File: config.mk
export PLATFORM = sky130hd
export DESIGN_NAME = mem_access_unit
export DESIGN_NICKNAME = d
export VERILOG_FILES = /design/src/rtl/mem_pkg.sv /design/src/rtl/load_extend.sv /design/src/rtl/mem_access_unit.sv
export SDC_FILE = /design/constraint.sdc
export NUM_CORES = 1
export LEC_CHECK = 0
export CORE_AREA = 4 4 104 126
export CTS_CLUSTER_SIZE = 40
export DETAILED_ROUTE_END_ITERATION = 12
export DIE_AREA = 0 0 108 130
export GPL_ROUTABILITY_DRIVEN = 0
export PLACE_DENSITY_LB_ADDON = 0.2
export REMOVE_ABC_BUFFERS = 1
export SYNTH_ARGS = -nofsm -noshare
export SYNTH_HDL_FRONTEND = slang
export SYNTH_HIERARCHICAL = 1
export SYNTH_SLANG_ARGS = --single-unit
File: constraint.sdc
create_clock -name i_clk -period 1.6 [get_ports i_clk]
set_clock_uncertainty 0.1 [all_clocks]
set_input_delay 0.24 -clock i_clk [delete_from_list [all_inputs] [get_ports i_clk]]
set_output_delay 0.24 -clock i_clk [all_outputs]
set_load 0.02 [all_outputs]
File: src/rtl/mem_pkg.sv
// Shared definitions for the MIPS32 load/store unit: op encodings, FSM states and
// access-size helpers.
package mem_pkg;

   typedef enum logic [2:0] {
      OP_LB  = 3'd0,
      OP_LBU = 3'd1,
      OP_LH  = 3'd2,
      OP_LHU = 3'd3,
      OP_LW  = 3'd4,
      OP_SB  = 3'd5,
      OP_SH  = 3'd6,
      OP_SW  = 3'd7
   } op_e;

   typedef enum logic [1:0] {
      StIdle = 2'd0,
      StReq  = 2'd1,
      StResp = 2'd2,
      StErr  = 2'd3
   } state_e;

   function automatic logic is_store(input op_e op);
      return (op == OP_SB) || (op == OP_SH) || (op == OP_SW);
   endfunction

   function automatic logic is_half(input op_e op);
      return (op == OP_LH) || (op == OP_LHU) || (op == OP_SH);
   endfunction

   function automatic logic is_word(input op_e op);
      return (op == OP_LW) || (op == OP_SW);
   endfunction

   function automatic logic is_misaligned(input op_e op, input logic [1:0] lane);
      return (is_half(op) && lane[0]) || (is_word(op) && (lane != 2'b00));
   endfunction

endpackage

File: src/rtl/load_extend.sv
// Combinational load lane select: picks the byte/half addressed by lane from a
// little-endian memory word and sign- or zero-extends it to 32 bits.
module load_extend
   import mem_pkg::*;
(
   input  logic [31:0] i_word,
   input  logic [2:0]  i_op,
   input  logic [1:0]  i_lane,
   output logic [31:0] o_value
);

   logic [7:0]  w_byte;
   logic [15:0] w_half;
   op_e         w_op;

   assign w_op = op_e'(i_op);

   always_comb begin
      w_byte = i_word[7:0];
      unique case (i_lane)
         2'd0: w_byte = i_word[7:0];
         2'd1: w_byte = i_word[15:8];
         2'd2: w_byte = i_word[23:16];
         2'd3: w_byte = i_word[31:24];
         default: w_byte = i_word[7:0];
      endcase
   end

   assign w_half = i_lane[1] ? i_word[31:16] : i_word[15:0];

   always_comb begin
      o_value = i_word;
      case (w_op)
         OP_LB:   o_value = {{24{w_byte[7]}}, w_byte};
         OP_LBU:  o_value = {24'h0, w_byte};
         OP_LH:   o_value = {{16{w_half[15]}}, w_half};
         OP_LHU:  o_value = {16'h0, w_half};
         default: o_value = i_word;
      endcase
   end

endmodule

File: src/rtl/mem_access_unit.sv
// Load/store unit between the EX/MEM stage and a synchronous data memory: issues one
// registered request per op, stalls the core until ack, flags misalignment and timeouts.
module mem_access_unit
   import mem_pkg::*;
#(
   parameter int unsigned DM_AW   = 10,
   parameter int unsigned TIMEOUT = 15
) (
   input  logic             i_clk,
   input  logic             i_reset,
   input  logic             i_start,
   input  logic [2:0]       i_op,
   input  logic [31:0]      i_addr,
   input  logic [31:0]      i_wdata,
   output logic             o_busy,
   output logic             o_done,
   output logic [31:0]      o_rdata,
   output logic             o_align_err,
   output logic             o_bus_err,
   output logic             o_dm_req,
   output logic             o_dm_we,
   output logic [3:0]       o_dm_be,
   output logic [DM_AW-1:0] o_dm_addr,
   output logic [31:0]      o_dm_wdata,
   input  logic             i_dm_ack,
   input  logic [31:0]      i_dm_rdata
);

   localparam int unsigned CntW = (TIMEOUT > 1) ? $clog2(TIMEOUT) : 1;
   localparam logic [CntW-1:0] CntLast = CntW'(TIMEOUT - 1);

   state_e            r_state;
   state_e            w_state_d;
   op_e               r_op;
   logic [1:0]        r_lane;
   logic              r_dm_we;
   logic [3:0]        r_dm_be;
   logic [DM_AW-1:0]  r_dm_addr;
   logic [31:0]       r_dm_wdata;
   logic [31:0]       r_rdata;
   logic              r_bus_err;
   logic [CntW-1:0]   r_cnt;

   op_e               w_op;
   logic              w_misaligned;
   logic              w_accept;
   logic              w_timeout;
   logic [3:0]        w_be;
   logic [31:0]       w_wdata;
   logic [31:0]       w_ext;
   logic              w_unused;

   assign w_op         = op_e'(i_op);
   assign w_misaligned = is_misaligned(w_op, i_addr[1:0]);
   assign w_accept     = (r_state == StIdle) && i_start;
   assign w_unused     = ^i_addr[31:DM_AW+2];

   always_comb begin
      w_be    = 4'b1111;
      w_wdata = 32'h0;
      case (w_op)
         OP_SB: begin
            w_be    = 4'b0001 << i_addr[1:0];
            w_wdata = {4{i_wdata[7:0]}};
         end
         OP_SH: begin
            w_be    = i_addr[1] ? 4'b1100 : 4'b0011;
            w_wdata = {2{i_wdata[15:0]}};
         end
         OP_SW: begin
            w_be    = 4'b1111;
            w_wdata = i_wdata;
         end
         default: begin
            w_be    = 4'b1111;
            w_wdata = 32'h0;
         end
      endcase
   end

   always_comb begin
      w_state_d = r_state;
      w_timeout = 1'b0;
      unique case (r_state)
         StIdle: begin
            if (i_start) w_state_d = w_misaligned ? StErr : StReq;
         end
         StReq: begin
            // An ack landing on the final allowed cycle still completes normally.
            if (i_dm_ack) begin
               w_state_d = StResp;
            end else if (r_cnt == CntLast) begin
               w_state_d = StResp;
               w_timeout = 1'b1;
            end
         end
         StResp:  w_state_d = StIdle;
         StErr:   w_state_d = StIdle;
         default: w_state_d = StIdle;
      endcase
   end

   load_extend u_load_extend (
      .i_word  (i_dm_rdata),
      .i_op    (r_op),
      .i_lane  (r_lane),
      .o_value (w_ext)
   );

   always_ff @(posedge i_clk) begin
      if (i_reset) begin
         r_state    <= StIdle;
         r_op       <= OP_LB;
         r_lane     <= 2'b00;
         r_dm_we    <= 1'b0;
         r_dm_be    <= 4'b0000;
         r_dm_addr  <= '0;
         r_dm_wdata <= 32'h0;
         r_rdata    <= 32'h0;
         r_bus_err  <= 1'b0;
         r_cnt      <= '0;
      end else begin
         r_state <= w_state_d;
         if (w_accept && !w_misaligned) begin
            r_op       <= w_op;
            r_lane     <= i_addr[1:0];
            r_dm_we    <= is_store(w_op);
            r_dm_be    <= w_be;
            r_dm_addr  <= i_addr[DM_AW+1:2];
            r_dm_wdata <= w_wdata;
            r_bus_err  <= 1'b0;
            r_cnt      <= '0;
         end
         if (r_state == StReq) begin
            r_bus_err <= w_timeout;
            if (i_dm_ack) begin
               if (!is_store(r_op)) r_rdata <= w_ext;
            end else begin
               r_cnt <= r_cnt + 1'b1;
            end
         end
      end
   end

   // The done cycle leaves busy low so the core advances on the completion pulse.
   assign o_busy      = (r_state == StReq) || w_accept;
   assign o_done      = (r_state == StResp) || (r_state == StErr);
   assign o_align_err = (r_state == StErr);
   assign o_bus_err   = (r_state == StResp) && r_bus_err;
   assign o_dm_req    = (r_state == StReq);
   assign o_dm_we     = r_dm_we;
   assign o_dm_be     = r_dm_be;
   assign o_dm_addr   = r_dm_addr;
   assign o_dm_wdata  = r_dm_wdata;
   assign o_rdata     = r_rdata;

endmodule

==> results.tsv <==
stage	metric	value	unit
floorplanning	I/O pins	187	
floorplanning	core area	11950	um^2
layout	area grow syn2layout	57.15	%
yosys	top cell type by total area after synthesis	dfxtp_1	
setup_path	Register-to-Register Path Depth	8	
timing	Final Hold Fails	0	
clock_network	CTS tree	done	
setup_path	arrival time worst endpoint	1.71	ns
layout	final net count	904	
detailed_routing	Initial DRC Count	267	
timing	Setup violations, final	1	
detailed_routing	Final ANT Viol Nets	0	
yosys	Yosys warning count	6	
pwr	Clock Power Share	0.361	
yosys	Synth area leaders	dfxtp_1 39%, nand2_1 9.7%, a21oi_1 7.0%	
placed_design	DPL Wire Length	11.56	mm
detailed_routing	final wirelength	16.13	mm
timing	Setup WS post-layout	-0.001816	ns
yosys	Unique masters post-synth	54	
detailed_routing	DR pass1 iterations	5	
pwr	Int Pwr	4.490	mW
grt	largest net degree at the start of global routing	34	
yosys	top cells by count, synth	121 x nand2_1, 91 x dfxtp_1, 66 x a21oi_1, 45 x o21ai_0, 31 x clkbuf_1	
yosys	largest family of logic cells by synthesized area	compound AO/OA/AOI/OAI gates	
clock_network	CTS Buffer Depth	2	
floorplanning	Rows	44	
yosys	cell count after synthesis	599	
detailed_routing	routed len/inst	16.67	um
detailed_routing	via count	5236	
hold_path	hold crit path type	primary input to flop	
yosys	Top FF cell, synth	dfxtp_1	
setup_path	Crit. End Element	flop	
pwr	combinational fraction of design power	0.254	
layout	Post-Layout Inst Area	7387	um^2
yosys	XOR/XNOR Fraction of Synth Area	0.003460	
floorplanning	die area	14040	um^2
placed_design	placed cell area	6978	um^2
layout	layout cells sized above 1	0.2040	
yosys	Avg Cell Area, Syn	7.848	um^2
yosys	Synth Area in Compound Gates	0.2619	
layout	Fillers	1109	
floorplanning	Die Y	130	um
timing	achievable frequency	624.3	MHz
status	failing checks	setup timing	
yosys	register bit total from synthesis	91	
pwr	switching share of total power	0.2864	
yosys	mux cell area share after synthesis	0.05909	
job	# Max-Cap Violations	0	
placed_design	pre-CTS setup slack	-0.5989	ns
yosys	sequential-to-total area share from yosys stat	0.3875	
yosys	post-synth top area share	0.3875	
setup_path	R2R Setup Slk	-0.002	ns
layout	final core occ	0.6183	
placed_design	Port Buffer Count	166	
setup_path	Critical Path RT	1.71	ns
setup_path	CP Max Fanout	6	
timing	final period utilization	1.001	
grt	first-pass GRT wire length	25.77	mm
setup_path	CP Launch Point	r_lane[1]	
yosys	Mapped Area	4701	um^2
pwr	VDD IR-drop max	0.6322	mV
pwr	Power Density	851.7	nW/um^2
timing	RSZ-0062 raised after global routing	true	
clock_network	Clk Latency, worst-skew pair	0.33	ns
floorplanning	initial core utilization	0.3935	
setup_path	critical path startpoint category	flop	
clock_network	Hold Buf Count CTS	0	
timing	Setup TNS	-0.001816	ns
timing	fin. max-slew vios	0	
grt	aggregate global-route resource usage	0.2259	
grt	remaining global-route overflow	0	
yosys	adder-cell share of the synthesized area	0.005323	
clock_network	CTS Buf Count	9	
setup_path	reg2reg end	o_rdata[13]	
pwr	Lkg Pwr	3.168	nW
clock_network	CTS H-tree lvls	3	
timing	Worst Tran Pin Value	0.4598	ns
clock_network	Reg clk slew, reported paths	0.06	ns
grt	antenna violations before repair	1	
clock_network	Clk Tree Root Cell	clkbuf_16	
yosys	Post-synth EDFFs	0	
yosys	Synth Area in Simple Gates	0.2145	
setup_path	kind of critical path	flop to flop	
clock_network	clock sinks	91	
setup_path	worst setup path end	o_rdata[13]	
yosys	asr flop ratio synth	0	
pwr	Final Power	6.292	mW
setup_path	launching point of the worst reg2reg path	r_lane[1]	
yosys	most numerous cell in the Yosys netlist	nand2_1	
detailed_routing	DRC viols	0	
detailed_routing	vias per cell	5.409	
pwr	Reg power frac	0.385	
timing	Final Critical Period	1.602	ns
timing	Max-slew headroom	0.6893	
floorplanning	Die X-Extent	108	um
pwr	switching pwr	1.802	mW
grt	vias in the first global route	5259	
status	status	complete, but fails checks	
critical path, cell delays in order, from the launching register on:
cell     delay, ns
dfxtp_4       0.37
buf_6         0.13
buf_4         0.14
nor2b_4       0.13
nand2_1       0.07
o21ai_0       0.11
a221o_1       0.31
nand2_1       0.06
a21oi_1       0.06
cell usage in the layout (no fill, tap or decap), drive strengths merged, types with 3 or more instances in the layout:
cell and n:
a221o 3, nand2 123, a31oi 3, a22o 5, dfxtp 91, a211oi 3, nand2b 7, a31o 18
nor2b 7, o22ai 4, nand3 22, nand4 11, clkdlybuf4s50 75, clkbuf 14, mux2 13, inv 12
a22oi 20, diode 3, o211ai 9, mux2i 6, a21oi 66, o41ai 4, nor2 19, nor4 17
nor3 5, mux4 3, buf 83, dlygate4sd2 82, o21ai 45, a211o 4
sequential cells by signal (all words and copies together), names as in the netlist:
| register | flops |
|---|---|
| o_dm_wdata | 32 |
| o_rdata | 32 |
| o_dm_addr | 10 |
| o_dm_be | 4 |
| r_cnt | 4 |
| r_op | 3 |
| r_lane | 2 |
| r_state | 2 |
| o_dm_we | 1 |
| r_bus_err | 1 |
worst min-delay path by stage:
stage	from	to	slack [ns]	cells past startpoint
after detailed placement	o_dm_be[0]	o_dm_be[0]	0.35	2
after CTS	i_addr[0]	r_lane[0]	0.29	3
after global placement	o_rdata[27]	o_rdata[27]	0.34	2
final	i_op[1]	r_op[1]	0.29	4
after floorplan	i_reset	o_dm_addr[0]	0.21	1
after global routing	i_op[1]	r_op[1]	0.31	4
per-stage QoR:
stage | cells | hold slack (ns)
5_1_grt | 966 | 0.3065
2_1_floorplan | 541 | 0.2091
3_5_place_dp | 946 | 0.3490
6_report | 968 | 0.2946
3_3_place_gp | 946 | 0.3426
4_1_cts | 963 | 0.2907
kinds of logic after synthesis:
| family | Yosys count |
|---|---|
| AO/OA/AOI/OAI | 193 |
| XOR/XNOR | 1 |
| adder cells (fa/ha/maj) | 2 |
| buffers and inverters | 70 |
| flip-flops | 91 |
| multiplexers | 22 |
| AND/OR/NAND/NOR | 220 |
power by group through the flow:
stage          Clock, mW  Sequential [mW]  Combinational (mW)
3_5_place_dp           0             2.48                1.57
5_1_grt             2.45             2.44                1.73
2_1_floorplan          0             2.59               0.551
6_report            2.27             2.43                1.60
4_1_cts             2.34             2.42                1.55
3_3_place_gp           0             2.47                1.54
per-layer routing:
layer  GRT usage  vias up  wire length (um)
li1            -     2550                 -
met1      0.2672     2451              6397
met2      0.3979      215              8176
met3     0.06185       20              1350
met4     0.07058        0               208
met5           0        -                 0
repair_timing:
action                     CTS  global route
setup endpoints to repair  151            62
gates cloned                 0             1
resized for setup          108            36
buffers inserted             1             1
pin swaps                    2             2
area by class of cell:
type / count / area [um^2] / area share
clock inverters: 6 / 88.84 / 0.01203
flip-flops and latches: 91 / 1833 / 0.2481
well taps: 161 / 201.4 / 0.02727
diodes: 3 / 7.507 / 0.001016
clock buffers: 10 / 229.0 / 0.03100
inverters: 12 / 45.04 / 0.006098
multi-input cells: 438 / 2696 / 0.3650
repair buffers: 247 / 2286 / 0.3095
No activity file was read; power rests on OpenSTA's default activity.
